## config.mk

```make
export PLATFORM = sky130hd
export DESIGN_NAME = distance_bcd_display_flat
export DESIGN_NICKNAME = d
export VERILOG_FILES = /design/src/rtl/distance_bcd_display_pkg.sv /design/src/rtl/distance_bcd_display_if.sv /design/src/rtl/distance_bcd_display_bcd_to_seven_seg.sv /design/src/rtl/distance_bcd_display.sv /design/src/flat_wrapper.sv
export SDC_FILE = /design/constraint.sdc
export NUM_CORES = 1
export LEC_CHECK = 0
export ABC_AREA = 1
export CORE_MARGIN = 3
export CORE_UTILIZATION = 50
export DETAILED_ROUTE_END_ITERATION = 8
export PLACE_DENSITY = 0.78
export SYNTH_ARGS = -nofsm -noshare
export SYNTH_HDL_FRONTEND = slang
export SYNTH_SLANG_ARGS = --single-unit
```

## constraint.sdc

```tcl
create_clock -name Clock -period 4.7 [get_ports Clock]
set_input_delay 0.94 -clock Clock [delete_from_list [all_inputs] [get_ports Clock]]
set_output_delay 0.94 -clock Clock [all_outputs]
set_load 0.005 [all_outputs]
```

## src/rtl/distance_bcd_display_pkg.sv

```systemverilog
// Shared types and constants for the distance BCD display.
// Segment patterns are active-low, ordered {g,f,e,d,c,b,a}.
package distance_bcd_display_pkg;

  typedef enum logic [1:0] {
    ST_IDLE  = 2'd0,
    ST_SHIFT = 2'd1,
    ST_DONE  = 2'd2
  } state_e;

  localparam int SHIFT_CYCLES   = 16;
  localparam int BCD_DIGITS     = 5;
  localparam int OVERFLOW_LIMIT = 9999;
  localparam int DIST_W         = 16;
  localparam int BCD_W          = 4 * BCD_DIGITS;

  localparam logic [6:0] SEG_0     = 7'b1000000;
  localparam logic [6:0] SEG_1     = 7'b1111001;
  localparam logic [6:0] SEG_2     = 7'b0100100;
  localparam logic [6:0] SEG_3     = 7'b0110000;
  localparam logic [6:0] SEG_4     = 7'b0011001;
  localparam logic [6:0] SEG_5     = 7'b0010010;
  localparam logic [6:0] SEG_6     = 7'b0000010;
  localparam logic [6:0] SEG_7     = 7'b1111000;
  localparam logic [6:0] SEG_8     = 7'b0000000;
  localparam logic [6:0] SEG_9     = 7'b0010000;
  localparam logic [6:0] SEG_BLANK = 7'b1111111;
  localparam logic [6:0] SEG_DASH  = 7'b0111111;

  // Double-dabble correction: any nibble >= 5 gets +3 before the shift.
  function automatic logic [BCD_W-1:0] add3(
    input logic [BCD_W-1:0] s
  );
    logic [BCD_W-1:0] r;
    r = s;
    for (int i = 0; i < BCD_DIGITS; i++) begin
      if (s[4*i +: 4] >= 4'd5) begin
        r[4*i +: 4] = s[4*i +: 4] + 4'd3;
      end
    end
    return r;
  endfunction

endpackage

```

## src/rtl/distance_bcd_display_if.sv

```systemverilog
// Distance input and display-side outputs of the BCD display block.
// The master drives Distance; the slave produces everything else.
interface distance_bcd_display_if;
  import distance_bcd_display_pkg::*;

  logic [DIST_W-1:0] Distance;
  logic [BCD_W-1:0]  Bcd;
  logic [6:0]        Hex0;
  logic [6:0]        Hex1;
  logic [6:0]        Hex2;
  logic [6:0]        Hex3;
  logic              Overflow;
  logic              Update;
  logic              Busy;

  modport master (
    output Distance,
    input  Bcd,
    input  Hex0,
    input  Hex1,
    input  Hex2,
    input  Hex3,
    input  Overflow,
    input  Update,
    input  Busy
  );

  modport slave (
    input  Distance,
    output Bcd,
    output Hex0,
    output Hex1,
    output Hex2,
    output Hex3,
    output Overflow,
    output Update,
    output Busy
  );

endinterface

```

## src/rtl/distance_bcd_display_bcd_to_seven_seg.sv

```systemverilog
// One BCD digit to an active-low 7-segment pattern, with blanking.
// Codes above 9 never occur in practice and show a dash.
module bcd_to_seven_seg
  import distance_bcd_display_pkg::*;
(
  input  logic [3:0] bcd_i,
  input  logic       blank_i,
  output logic [6:0] seg_o
);

  always_comb begin
    seg_o = SEG_DASH;
    if (blank_i) begin
      seg_o = SEG_BLANK;
    end else begin
      case (bcd_i)
        4'd0:    seg_o = SEG_0;
        4'd1:    seg_o = SEG_1;
        4'd2:    seg_o = SEG_2;
        4'd3:    seg_o = SEG_3;
        4'd4:    seg_o = SEG_4;
        4'd5:    seg_o = SEG_5;
        4'd6:    seg_o = SEG_6;
        4'd7:    seg_o = SEG_7;
        4'd8:    seg_o = SEG_8;
        4'd9:    seg_o = SEG_9;
        default: seg_o = SEG_DASH;
      endcase
    end
  end

endmodule

```

## src/rtl/distance_bcd_display.sv

```systemverilog
// Iterative double-dabble of Distance into 5 BCD digits, driving
// four 7-segment displays; reconverts only when Distance changes.
module distance_bcd_display
  import distance_bcd_display_pkg::*;
#(
  parameter bit BLANK_LEADING = 1'b1
) (
  input  logic                   Clock,
  input  logic                   Reset,
  distance_bcd_display_if.slave  bus
);

  state_e state_q, state_d;

  logic [DIST_W-1:0] bin_q, bin_d;
  logic [DIST_W-1:0] lat_q, lat_d;
  logic [DIST_W-1:0] last_q, last_d;
  logic [BCD_W-1:0]  scr_q, scr_d;
  logic [3:0]        cnt_q, cnt_d;
  logic              pend_q, pend_d;

  logic [BCD_W-1:0]  bcd_q;
  logic              ovf_q;
  logic              upd_q;
  logic [3:0][6:0]   hex_q;

  logic              busy;
  logic              done;
  logic              capture;
  logic              ovf_d;
  logic [3:0]        blank;
  logic [3:0][6:0]   seg_raw;
  logic [3:0][6:0]   hex_d;

  always_ff @(posedge Clock) begin
    if (Reset) begin
      state_q <= ST_IDLE;
    end else begin
      state_q <= state_d;
    end
  end

  always_comb begin
    state_d = state_q;
    unique case (state_q)
      ST_IDLE: begin
        if (pend_q || (bus.Distance != last_q)) begin
          state_d = ST_SHIFT;
        end
      end
      ST_SHIFT: begin
        if (cnt_q == 4'(SHIFT_CYCLES - 1)) begin
          state_d = ST_DONE;
        end
      end
      ST_DONE: state_d = ST_IDLE;
      default: state_d = ST_IDLE;
    endcase
  end

  always_comb begin
    busy    = (state_q != ST_IDLE);
    done    = (state_q == ST_DONE);
    capture = (state_q == ST_IDLE) && (state_d == ST_SHIFT);
  end

  always_comb begin
    bin_d  = bin_q;
    lat_d  = lat_q;
    last_d = last_q;
    scr_d  = scr_q;
    cnt_d  = cnt_q;
    pend_d = pend_q;
    if (capture) begin
      bin_d  = bus.Distance;
      lat_d  = bus.Distance;
      scr_d  = '0;
      cnt_d  = '0;
      pend_d = 1'b0;
    end
    if (state_q == ST_SHIFT) begin
      {scr_d, bin_d} = {add3(scr_q), bin_q} << 1;
      cnt_d          = cnt_q + 4'd1;
    end
    if (done) begin
      last_d = lat_q;
    end
  end

  always_ff @(posedge Clock) begin
    if (Reset) begin
      bin_q  <= '0;
      lat_q  <= '0;
      last_q <= '0;
      scr_q  <= '0;
      cnt_q  <= '0;
      pend_q <= 1'b1;
    end else begin
      bin_q  <= bin_d;
      lat_q  <= lat_d;
      last_q <= last_d;
      scr_q  <= scr_d;
      cnt_q  <= cnt_d;
      pend_q <= pend_d;
    end
  end

  // Leading-zero blanking: digit N dark when it and all above are 0.
  always_comb begin
    ovf_d    = (scr_q[19:16] != 4'd0);
    blank    = '0;
    blank[3] = BLANK_LEADING && (scr_q[15:12] == 4'd0);
    blank[2] = blank[3] && (scr_q[11:8] == 4'd0);
    blank[1] = blank[2] && (scr_q[7:4] == 4'd0);
  end

  for (genvar n = 0; n < 4; n++) begin : g_seg
    bcd_to_seven_seg u_seg (
      .bcd_i   (scr_q[4*n +: 4]),
      .blank_i (blank[n]),
      .seg_o   (seg_raw[n])
    );
    assign hex_d[n] = ovf_d ? SEG_DASH : seg_raw[n];
  end

  always_ff @(posedge Clock) begin
    if (Reset) begin
      bcd_q <= '0;
      ovf_q <= 1'b0;
      upd_q <= 1'b0;
      hex_q <= {4{SEG_BLANK}};
    end else begin
      upd_q <= done;
      if (done) begin
        bcd_q <= scr_q;
        ovf_q <= ovf_d;
        hex_q <= hex_d;
      end
    end
  end

  assign bus.Bcd      = bcd_q;
  assign bus.Overflow = ovf_q;
  assign bus.Update   = upd_q;
  assign bus.Busy     = busy;
  assign bus.Hex0     = hex_q[0];
  assign bus.Hex1     = hex_q[1];
  assign bus.Hex2     = hex_q[2];
  assign bus.Hex3     = hex_q[3];

endmodule
```

## src/flat_wrapper.sv

```systemverilog
// flat-port wrapper written by rule: the top's interface ports become plain ports
module distance_bcd_display_flat import distance_bcd_display_pkg::*;
#(
  parameter bit BLANK_LEADING = 1'b1
)
  (Clock, Reset, bus_Distance, bus_Bcd, bus_Hex0, bus_Hex1, bus_Hex2, bus_Hex3, bus_Overflow, bus_Update, bus_Busy);
  distance_bcd_display_if bus_i ();
  input  logic Clock;
  input  logic Reset;
  input wire logic [$bits(bus_i.Distance)-1:0] bus_Distance;
  output wire logic [$bits(bus_i.Bcd)-1:0] bus_Bcd;
  output wire logic [$bits(bus_i.Hex0)-1:0] bus_Hex0;
  output wire logic [$bits(bus_i.Hex1)-1:0] bus_Hex1;
  output wire logic [$bits(bus_i.Hex2)-1:0] bus_Hex2;
  output wire logic [$bits(bus_i.Hex3)-1:0] bus_Hex3;
  output wire logic [$bits(bus_i.Overflow)-1:0] bus_Overflow;
  output wire logic [$bits(bus_i.Update)-1:0] bus_Update;
  output wire logic [$bits(bus_i.Busy)-1:0] bus_Busy;
  assign bus_i.Distance = bus_Distance;
  assign bus_Bcd = bus_i.Bcd;
  assign bus_Hex0 = bus_i.Hex0;
  assign bus_Hex1 = bus_i.Hex1;
  assign bus_Hex2 = bus_i.Hex2;
  assign bus_Hex3 = bus_i.Hex3;
  assign bus_Overflow = bus_i.Overflow;
  assign bus_Update = bus_i.Update;
  assign bus_Busy = bus_i.Busy;
  distance_bcd_display #(.BLANK_LEADING(BLANK_LEADING)) u_core (.Clock(Clock), .Reset(Reset), .bus(bus_i));
endmodule
```

Word level (Yosys, flattened, before mapping)
Memory sizes are Yosys's and may differ from the RTL's. A register that Yosys moved wholly into a read port is not among the register bits.
Cells that the tools add are included.
{ "op_classes": {"add_sub_neg": 6, "mul": 0, "n_div": 0, "n_lt_le_gt_ge": 5, "n_eq_ne": 5, "shift": 0, "n_mux": 29, "bitwise_logic": 0, "reduce_logical": 12} }
{ "ops": {"columns": ["operator", "count"], "rows": [
  ["two-way mux 4 bit", 14],
  ["two-way mux 7 bit", 7],
  ["two-way mux 20 bit", 2],
  ["two-way mux 16 bit", 2],
  ["greater-or-equal comparator 4 x 3 -> 1 bit (second input constant)", 5],
  ["adder 4 x 2 -> 4 bit (second input constant)", 4],
  ["!= test 16 bit", 1],
  ["zero test 4 bit", 3],
  ["adder 4 x 1 -> 4 bit (second input constant)", 1],
  ["== test 2 x 1 -> 1 bit (second input constant)", 2],
  ["== test 4 bit (second input constant)", 1],
  ["two-way mux 2 bit", 2],
  ["one-hot mux 2 bit (2 select lines)", 1],
  ["nonzero test 2 bit", 2],
  ["nonzero test 4 bit", 1],
  ["adder 3 x 2 -> 3 bit (second input constant)", 1],
  ["logical AND 1 bit", 3],
  ["two-way mux 3 bit", 1],
  ["== test 2 bit (second input constant)", 1],
  ["zero test 2 bit", 1],
  ["OR reduction 2 bit", 1],
  ["logical OR 1 bit", 1]
]} }
{ "totals": {"reg_bits": 125, "latchBits": 0, "ramBits": 0, "mem_bits_ro": 448, "input_bits": 18, "out_inout_bits": 51, "elab_cells": 76, "memories": 4} }
{ "memory_table": {"columns": ["memory", "words", "word_bits", "read_ports", "rd_clocked_by_memory_dff", "write_ports", "line_no", "text"], "rows": [
  ["(no name shown)", 16, 7, 1, 1, 0, "distance_bcd_display_bcd_to_seven_seg.sv:16", "case (bcd_i)"],
  ["(no name shown)", 16, 7, 1, 1, 0, "distance_bcd_display_bcd_to_seven_seg.sv:16", null],
  ["(no name shown)", 16, 7, 1, 1, 0, "distance_bcd_display_bcd_to_seven_seg.sv:16", null],
  ["(no name shown)", 16, 7, 1, 1, 0, "distance_bcd_display_bcd_to_seven_seg.sv:16", null]
]} }

Logic depth before layout (Yosys ltp)
Gate-level depths: netlist of the first run.
{ "logic_depth": {"depth_word": 10, "mapped_depth": 18, "mapped_depth_nobuf": 17} }

By module
From an unflattened synthesis of the first run, not the netlist that was laid out.
{ "hier_totals": {"cells_unflattened": 864, "hier_area_um2": 6256.0} }
{ "by_module_without_submodules": {"columns": ["module", "instances", "cells_per_inst", "area_each_um2"], "rows": [
  ["distance_bcd_display", 1, 716, 5470.2],
  ["bcd_to_seven_seg", 4, 37, 196.4]
]} }

Worst setup path before layout of the first run
No wires, ideal clock.
{ "synth_timing": {"path_type": "input to register", "start": "in bus_Distance[0]", "end": "reg (tool-made name)", "setup_time_ns": 0.059, "arrival_time_ns": 2.629, "required_time_ns": 4.641, "setup_slack_ns": 2.012, "path_stages": 16, "cell_sequence": "inv_1 -> nand2_1 -> nand2_1 -> nor2_1 -> nand2_1 -> nor2_1 -> nand3_2 -> nand2_4 -> nand2_8 -> o21ai_2 -> nand2_1 -> inv_1 -> ha_1 -> nand3b_1 -> or2_1 -> nand2_1"} }
{ "synth_rtl": {"columns": ["item", "line_no", "text"], "rows": [
  ["start, declared", "flat_wrapper.sv:10", "input wire logic [$bits(bus_i.Distance)-1:0] bus_Distance;"]
]} }

==> out/results.txt, run 1 <==
cts repair resizes: 0
ant diodes: 0
area of the core: 0.0128 mm²
Critical Path Fanout Max: 28
CP Cell Sequence: clkdlybuf4s50_1 > inv_1 > nand2_1 > nand2_1 > nor2_1 > nand2_1 > nor2_1 > nand3_2 > nand2_4 > nand2_8 > o21ai_2 > nand2_1 > inv_1 > ha_1 > nand3b_1 > or2_0 > nand2_1
Total GRT Usage: 0.212
measured slew at the worst slew-check pin: 0.679 ns
net switching power: 0.653 mW
clk buf depth: 2
Post-Syn Area: 0.00666 mm²
Setup CP Type: input pin to flop
fin util: 0.635
CP bufs+invs: 3
Placement Cell Area: 0.00747 mm²
hpwl dp: 9.99 mm
drt drc: 0
final period utilization: 0.716
Internal: 2.42 mW
Post-synth EDFFs: 0
crit end category: flop
Reg-to-Reg Start: u_core.state_q[0]
largest net degree at the start of global routing: 40
Seq pwr share: 0.439
Unique masters post-synth: 37
Num CTS Buffers: 17
min-delay worst type: flop to flop
first-pass GRT wire length: 25.1 mm
Total Neg Setup Slack: 0 ns
R2R cell count: 11
most common library cells after synthesis: nand2_1 (179), dfxtp_1 (153), inv_1 (99), o21ai_0 (99), a21oi_1 (76)
total wire length: 14.9 mm
outcome: complete, no violations
drt pass-1 iters: 5
fin area: 0.00814 mm²
routed len/inst: 13.4 µm
share of layout cells above drive strength 1: 0.0819
syn_nets: 918
Worst VDD drop: 0.000268 V
CP Data Required Time: 5.06 ns
power share of the clock group: 0.498
Top cell by count, worst path: nand2_1
slowest stage cell, crit path: clkdlybuf4s50_1
Layout Cells excl Fill: 1112
RSZ-0062 raised after global routing: false
clk_lat worst skew: 0.42 ns
Cell Count Post-Placement: 1081
Die ar.: 0.0147 mm²
Main synth FF type: dfxtp_1
Die H: 121 µm
Routed Antenna Nets: 0
Clock Sinks: 153
vias in the first global route: 5379
CTS root buffer: clkbuf_16
starting density of the core: 0.519
most frequent cell after synthesis: nand2_1
hold depth: 2
worst slew margin relative to its limit: 0.545
area growth from synthesis to final layout: 22.2%
hold_ws: 0.453 ns
Via density: 5.17
ys async rst share: 0
Clock Skew: 0.00596 ns
register area share after synthesis: 0.460
Filler Cells Inserted: 1116
flops & latches, synth: 153
Reg clk slew, reported paths: 0.06 ns
Peak Freq: 0.297 GHz
Syn Area/Cell: 7.68 µm²
Cell Pwr Density: 377 mW/mm²
H-Tree Depth: 4
Final Hold Viols: 0
max-slew violation count: 0
Worst Path Arrival: 3.73 ns
Critical Path Source Type: input pin
Placer Congestion: 0.901
GR Overflow Total: 0
Mapped Cells: 867
# rows: 41
Gate power share: 0.063
Total Power: 3.07 mW
CTS tree: done
CP peak stage delay: 0.51 ns
initial DRC count: 527
Final Critical Period: 3.36 ns
Vias: 5744
final setup margin: 1.34 ns
final setup fails: 0
post-layout net count: 979
initial antenna violation count: 0
Die Width: 121 µm
Worst Hold End: u_core.bus.Hex2[6]
worst reg-to-reg setup slack: 1.94 ns
Net Sw Frac: 0.213
leak pwr: 3.67 nW
CP top delay family: simple AND/OR/NAND/NOR gates
Yosys warnings: 0
largest area contributor in the synthesized netlist: dfxtp_1
# port buffers: 68
Ports: 69
CTS Hold Bufs: 0
Post-CTS Setup Bufs: 0
dominant cells by area after synthesis: dfxtp_1 (46%), nand2_1 (10%), o21ai_0 (7.4%)
DP Worst Slack: 0.935 ns
top-area cell type share of the netlist area: 0.460
total of max-cap violations: 0
==> how the worst max path moves through the flow <==
| stage | cells after the start | start | end | slack, ns |
|---|---|---|---|---|
| floorplan | 16 | bus_Distance[0] | flop | 2.01 |
| global placement | 17 | bus_Distance[1] | u_core.g_seg[0].u_seg.seg_o[1] | 1.04 |
| detailed placement | 17 | bus_Distance[1] | flop | 0.94 |
| CTS | 17 | bus_Distance[1] | flop | 1.32 |
| global route | 17 | bus_Distance[1] | flop | 1.06 |
| finish | 17 | bus_Distance[1] | flop | 1.34 |
==> metal layers <==
| layer | up-vias | track usage | wire length, µm |
|---|---|---|---|
| li1 | 2952 | - | - |
| met1 | 2636 | 0.283 | 7080 |
| met2 | 135 | 0.332 | 6870 |
| met3 | 21 | 0.0592 | 759 |
| met4 | 0 | 0.0672 | 232 |
| met5 | - | 0 | 0 |
==> cell usage in the layout (no fill, tap or decap), types with 2 or more instances in the layout <==
cell | netlist | layout
a31oi_1 | 2 | 2
nor3_1 | 15 | 15
ha_1 | 33 | 33
clkinv_2 | 0 | 2
o21ai_1 | 2 | 2
nand3_1 | 46 | 46
o22ai_1 | 2 | 2
clkbuf_8 | 0 | 6
o211ai_1 | 3 | 3
or2_1 | 2 | 2
a22oi_1 | 2 | 2
nand2_2 | 8 | 9
or2_0 | 2 | 2
o32ai_1 | 7 | 7
xnor2_1 | 4 | 4
dfxtp_1 | 153 | 153
o21ai_0 | 99 | 99
inv_1 | 99 | 98
o21ai_2 | 12 | 12
nand2_1 | 179 | 178
bufinv_16 | 0 | 5
nor2_1 | 49 | 49
a21oi_1 | 76 | 76
inv_2 | 8 | 9
nand4_1 | 2 | 2
buf_4 | 3 | 8
nand3b_1 | 15 | 15
clkdlybuf4s50_1 | 0 | 68
or2_2 | 4 | 4
clkbuf_16 | 0 | 17
nand2_4 | 2 | 2
==> worst reg2reg max path: cells and delay by family (launching register included) <==
family | cells | cell delay, ns
AOI/OAI and AO/OA | 1 | 0.22
and+or+nand+nor | 6 | 1.36
buffers and inverters | 3 | 0.51
adders and majority gates | 1 | 0.29
DFF | 1 | 0.34
==> power by group through the flow <==
stage / combinational, mW / clock [mW] / sequential, mW
after detailed placement: 0.190 / 0 / 1.38
after global placement: 0.188 / 0 / 1.38
final: 0.193 / 1.53 / 1.35
after global routing: 0.218 / 1.61 / 1.35
after floorplan: 0.137 / 0 / 1.37
after CTS: 0.192 / 1.55 / 1.35
==> cell type report <==
| class | instances | area (µm²) | area share |
|---|---|---|---|
| tap | 172 | 215 | 0.0264 |
| clock inverter | 7 | 160 | 0.0197 |
| sequential | 153 | 3060 | 0.376 |
| inverter | 107 | 402 | 0.0493 |
| timing repair buffer | 76 | 741 | 0.0910 |
| multi-input combinational | 573 | 3050 | 0.374 |
| clock buffer | 24 | 512 | 0.0629 |
==> cell families after synthesis <==
family | count (synthesis) | synth area share
compound gates | 207 | 0.170
xor+xnor | 5 | 0.00657
fa+ha+maj | 33 | 0.0620
buf+inv | 141 | 0.0832
flops | 153 | 0.460
simple gates | 328 | 0.219
Note: power is estimated with default switching activity, not from simulation.
==> run 2, diff against run 1 <==
==> constraint.sdc (replaced) <==
create_clock -name Clock -period 3.3 [get_ports Clock]
set_input_delay 0.66 -clock Clock [delete_from_list [all_inputs] [get_ports Clock]]
set_output_delay 0.66 -clock Clock [all_outputs]
set_load 0.005 [all_outputs]
==> run 2 against run 1 <==
Die area unchanged. First-iteration DRC count down 6.8%. Sequential power up 42%. Count of clock-buffer cells in the layout up 1. Highest routed layer unchanged.
==> out/results.txt, run 2 (synthesized netlist as in run 1, its figures left out) <==
routed len/inst: 13.2 µm
clk_lat worst skew: 0.42 ns
Num CTS Buffers: 17
post-layout net count: 986
Via density: 5.10
Layout Cells excl Fill: 1119
Cell Count Post-Placement: 1088
vias in the first global route: 5271
CTS tree: done
hold depth: 2
share of layout cells above drive strength 1: 0.0866
CP peak stage delay: 0.50 ns
initial DRC count: 491
worst slew margin relative to its limit: 0.525
CTS root buffer: clkbuf_16
Routed Antenna Nets: 0
Reg clk slew, reported paths: 0.06 ns
CP Data Required Time: 3.66 ns
Filler Cells Inserted: 1152
hold_ws: 0.444 ns
hpwl dp: 10.1 mm
RSZ-0062 raised after global routing: false
Setup CP Type: input pin to flop
max-slew violation count: 0
Die Width: 121 µm
Die ar.: 0.0147 mm²
Clock Skew: 0.00703 ns
total wire length: 14.8 mm
Clock Sinks: 153
drt pass-1 iters: 5
drt drc: 0
Critical Path Fanout Max: 10
slowest stage cell, crit path: clkdlybuf4s50_1
area growth from synthesis to final layout: 21.8%
commonest non-fill, non-tap cell in the layout: nand2_1
Die H: 121 µm
clk buf depth: 2
cts repair resizes: 0
Vias: 5710
Cell Pwr Density: 509 mW/mm²
min-delay worst type: flop to flop
# port buffers: 68
total of max-cap violations: 0
crit end category: flop
Final Critical Period: 2.74 ns
first-pass GRT wire length: 24.9 mm
Top cell by count, worst path: nand2_1
GR Overflow Total: 0
H-Tree Depth: 4
CP Cell Sequence: clkdlybuf4s50_1 > inv_1 > nand2_1 > nand2_1 > nor2_1 > nand2_1 > nor2_1 > nand3_2 > nand2_4 > nand2_8 > o21ai_2 > nand2_1 > inv_1 > ha_1 > nand3b_1 > or2_0 > nand2_1
leak pwr: 3.66 nW
R2R cell count: 14
final setup fails: 0
Total Neg Setup Slack: 0 ns
largest net degree at the start of global routing: 50
Peak Freq: 0.365 GHz
Worst Path Arrival: 3.10 ns
final period utilization: 0.830
Final Hold Viols: 0
commonest non-fill, non-tap cells in the layout: nand2_1 (178), dfxtp_1 (153), o21ai_0 (99)
Ports: 69
area of the core: 0.0128 mm²
DP Worst Slack: 0.150 ns
ant diodes: 0
Worst VDD drop: 0.000365 V
Placer Congestion: 0.909
initial antenna violation count: 0
outcome: complete, no violations
Post-CTS Setup Bufs: 0
measured slew at the worst slew-check pin: 0.712 ns
Critical Path Source Type: input pin
CTS Hold Bufs: 0
Total GRT Usage: 0.210
final setup margin: 0.562 ns
starting density of the core: 0.519
# rows: 41
run 2: cell count changes in the layout (fill, tap and decap cells not counted):
cell        change
inv_6           +1
clkbuf_1        +2
clkinvlp_4      +1
bufinv_16       -3
buf_4           +7
clkbuf_8        -1
run 2: stage by stage:
step	instance area [µm²]	power [mW]	utilization
finish	8110	4.13	0.632
detailed placement	7520	2.24	0.586
global placement	7520	2.23	0.586
global route	8110	4.28	0.632
CTS	8110	4.16	0.632
floorplan	6660	2.15	-
run 2: layer usage:
metal | track usage | vias up | routed length [µm]
met5 | 0 | - | 0
met4 | 0.0588 | 0 | 212
met3 | 0.0499 | 16 | 716
met2 | 0.342 | 114 | 6820
met1 | 0.280 | 2616 | 7070
li1 | - | 2964 | -
run 2: worst paths after layout:
kind / from / endpoint / slack (ns)
worst max register to register: u_core.scr_q[8] / flop / 0.83
worst min register to register: u_core.g_seg[0].u_seg.seg_o[2] / u_core.bus.Hex0[2] / 0.44
worst max-delay path: bus_Distance[7] / u_core.g_seg[0].u_seg.seg_o[1] / 0.56
worst min-delay path: u_core.g_seg[0].u_seg.seg_o[2] / u_core.bus.Hex0[2] / 0.44
run 2: power breakdown:
group / internal, mW / switching (mW)
Sequential: 1.90 / 0.0204
Clock: 1.21 / 0.720
Combinational: 0.0907 / 0.191
run 2: final cells by class:
type                       count  area (µm²)  area share
clock buffer                  25         505      0.0623
clock inverter                 6        86.3      0.0106
inverter                     107         402      0.0495
multi-input combinational    573        3050       0.376
sequential                   153        3060       0.378
tap                          172         215      0.0265
timing repair buffer          83         793      0.0978
run 2: worst max-delay path, delay by kind of cell:
| kind | cells | cell delay, ns |
|---|---|---|
| compound gates | 1 | 0.19 |
| fa+ha+maj | 1 | 0.23 |
| simple gates | 12 | 1.33 |
| buf+inv | 3 | 0.67 |
==> run 3, diff against run 2 <==
--- a/config.mk
+++ b/config.mk
@@ -9,7 +9,7 @@
 export CORE_MARGIN = 3
 export CORE_UTILIZATION = 50
 export DETAILED_ROUTE_END_ITERATION = 8
-export PLACE_DENSITY = 0.78
+export PLACE_DENSITY = 0.8
 export SYNTH_ARGS = -nofsm -noshare
 export SYNTH_HDL_FRONTEND = slang
 export SYNTH_SLANG_ARGS = --single-unit
==> constraint.sdc (replaced) <==
create_clock -name Clock -period 2.5 [get_ports Clock]
set_input_delay 0.5 -clock Clock [delete_from_list [all_inputs] [get_ports Clock]]
set_output_delay 0.5 -clock Clock [all_outputs]
set_load 0.005 [all_outputs]
==> run 3 against run 2 <==
Sequential cell count is the same. Clock skew is 0.0015 ns higher. Wire length is 8.4% higher. Clock power is 32% higher. Die area unchanged. Cell count up 5.3%. Power up 34%. Count of clock-buffer cells in the layout fell by 4. Register-to-register slack got worse by 0.65 ns. Sequential share of layout area decreased by 2.4 points. Global-route usage grew 0.86 points.
==> out/results.txt, run 3 (synthesized netlist as in run 1, its figures left out) <==
fin area: 0.00866 mm²
Die H: 121 µm
Total Power: 5.53 mW
final setup fails: 0
# port buffers: 68
measured slew at the worst slew-check pin: 0.614 ns
Via density: 5.15
Setup CP Type: input pin to flop
largest net degree at the start of global routing: 41
Peak Freq: 0.422 GHz
drt drc: 0
Placement Cell Area: 0.00794 mm²
Net Sw Frac: 0.235
final period utilization: 0.948
Cell Pwr Density: 639 mW/mm²
H-Tree Depth: 4
Worst VDD drop: 0.000390 V
routed len/inst: 13.6 µm
crit end category: flop
GR Overflow Total: 0
hpwl dp: 10.8 mm
Die Width: 121 µm
Final Critical Period: 2.37 ns
Clock Skew: 0.00851 ns
ant diodes: 0
commonest non-fill, non-tap cell in the layout: nand2_1
Placer Congestion: 0.899
max-slew violation count: 0
slowest stage cell, crit path: clkdlybuf4s50_1
worst reg-to-reg setup slack: 0.18 ns
initial antenna violation count: 0
Reg clk slew, reported paths: 0.06 ns
Routed Antenna Nets: 0
worst slew margin relative to its limit: 0.590
Num CTS Buffers: 17
Internal: 4.23 mW
outcome: complete, no violations
commonest non-fill, non-tap cells in the layout: nand2_1 (174), dfxtp_1 (150), inv_1 (97)
area growth from synthesis to final layout: 30.1%
Top cell by count, worst path: nand2_1
CTS tree: done
min-delay worst type: input pin to flop
Seq pwr share: 0.458
Die ar.: 0.0147 mm²
initial DRC count: 448
post-layout net count: 1044
area of the core: 0.0128 mm²
CTS root buffer: clkbuf_16
drt pass-1 iters: 5
Worst Path Arrival: 2.74 ns
CP Data Required Time: 2.87 ns
CP Cell Sequence: clkdlybuf4s50_1 > nand2_1 > nand2_1 > nand3_1 > nor2_2 > nand3_2 > nand2_8 > buf_4 > nand4_1 > nand2_1 > inv_1 > ha_1 > nand3b_1 > or2_1 > nand2_1
power share of the clock group: 0.458
first-pass GRT wire length: 26.0 mm
hold_ws: 0.414 ns
total wire length: 16.1 mm
Gate power share: 0.083
share of layout cells above drive strength 1: 0.155
Vias: 6071
starting density of the core: 0.519
vias in the first global route: 5598
Critical Path Source Type: input pin
clk buf depth: 2
leak pwr: 4.07 nW
Clock Sinks: 153
clk_lat worst skew: 0.43 ns
Critical Path Fanout Max: 7
Total GRT Usage: 0.219
CP peak stage delay: 0.53 ns
net switching power: 1.30 mW
# rows: 41
CP bufs+invs: 3
total of max-cap violations: 0
fin util: 0.676
CP top delay family: simple AND/OR/NAND/NOR gates
Ports: 69
Final Hold Viols: 0
[run 3: area by class of cell]
cell class / count / area (µm²)
fill: 1027 / 4160
tap: 172 / 215
timing repair buffer: 140 / 1280
clock buffer: 21 / 470
multi-input combinational: 574 / 3110
clock inverter: 11 / 120
inverter: 107 / 402
sequential: 153 / 3070
[run 3: repair_timing]
item,in CTS,in global routing
setup endpoints to repair,1,18
pin swaps,0,13
cloned,0,1
hold buffers,0,0
buffers inserted,1,4
gates resized for setup,0,33
hold endpoints to repair,0,0
[run 3: routing by layer]
| layer | track usage | up-vias | routed length, µm |
|---|---|---|---|
| li1 | - | 3076 | - |
| met1 | 0.289 | 2812 | 7400 |
| met2 | 0.351 | 154 | 7510 |
| met3 | 0.0592 | 29 | 873 |
| met4 | 0.0665 | 0 | 280 |
| met5 | 0 | - | 0 |
[run 3: power groups by stage]
stage,Sequential [mW],Combinational [mW],Clock [mW]
finish,2.54,0.462,2.54
global route,2.54,0.510,2.68
CTS,2.53,0.438,2.56
detailed placement,2.59,0.427,0
global placement,2.59,0.420,0
floorplan,2.58,0.258,0
[run 3: final timing paths]
path	startpoint	to	cells after the start
worst max-delay path	bus_Distance[4]	flop	15
worst min-delay path	bus_Distance[3]	u_core.lat_q[3]	3
worst max register to register	u_core.scr_q[9]	flop	14
worst min register to register	u_core.g_seg[0].u_seg.seg_o[5]	u_core.bus.Hex0[5]	2
[run 3: worst reg2reg max path, stage by stage, from the launching register on]
cell,delay [ns]
dfxtp_1,0.32
inv_1,0.11
ha_1,0.22
inv_1,0.07
nor2_1,0.05
o21ai_1,0.26
a21oi_1,0.12
o21ai_0,0.14
o21ai_2,0.09
nand2_1,0.08
inv_1,0.06
ha_1,0.28
nand3b_1,0.17
or2_0,0.21
nand2_1,0.07
[run 3: metrics by stage]
stage	setup WS [ns]	std cells	setup TNS, ns
4_1_cts	0.0182	1173	0
5_1_grt	-0.0103	1178	-0.0161
6_report	0.130	1178	0
3_5_place_dp	-0.440	1140	-8.85
3_3_place_gp	-0.380	1140	-7.79
2_1_floorplan	0.252	867	0
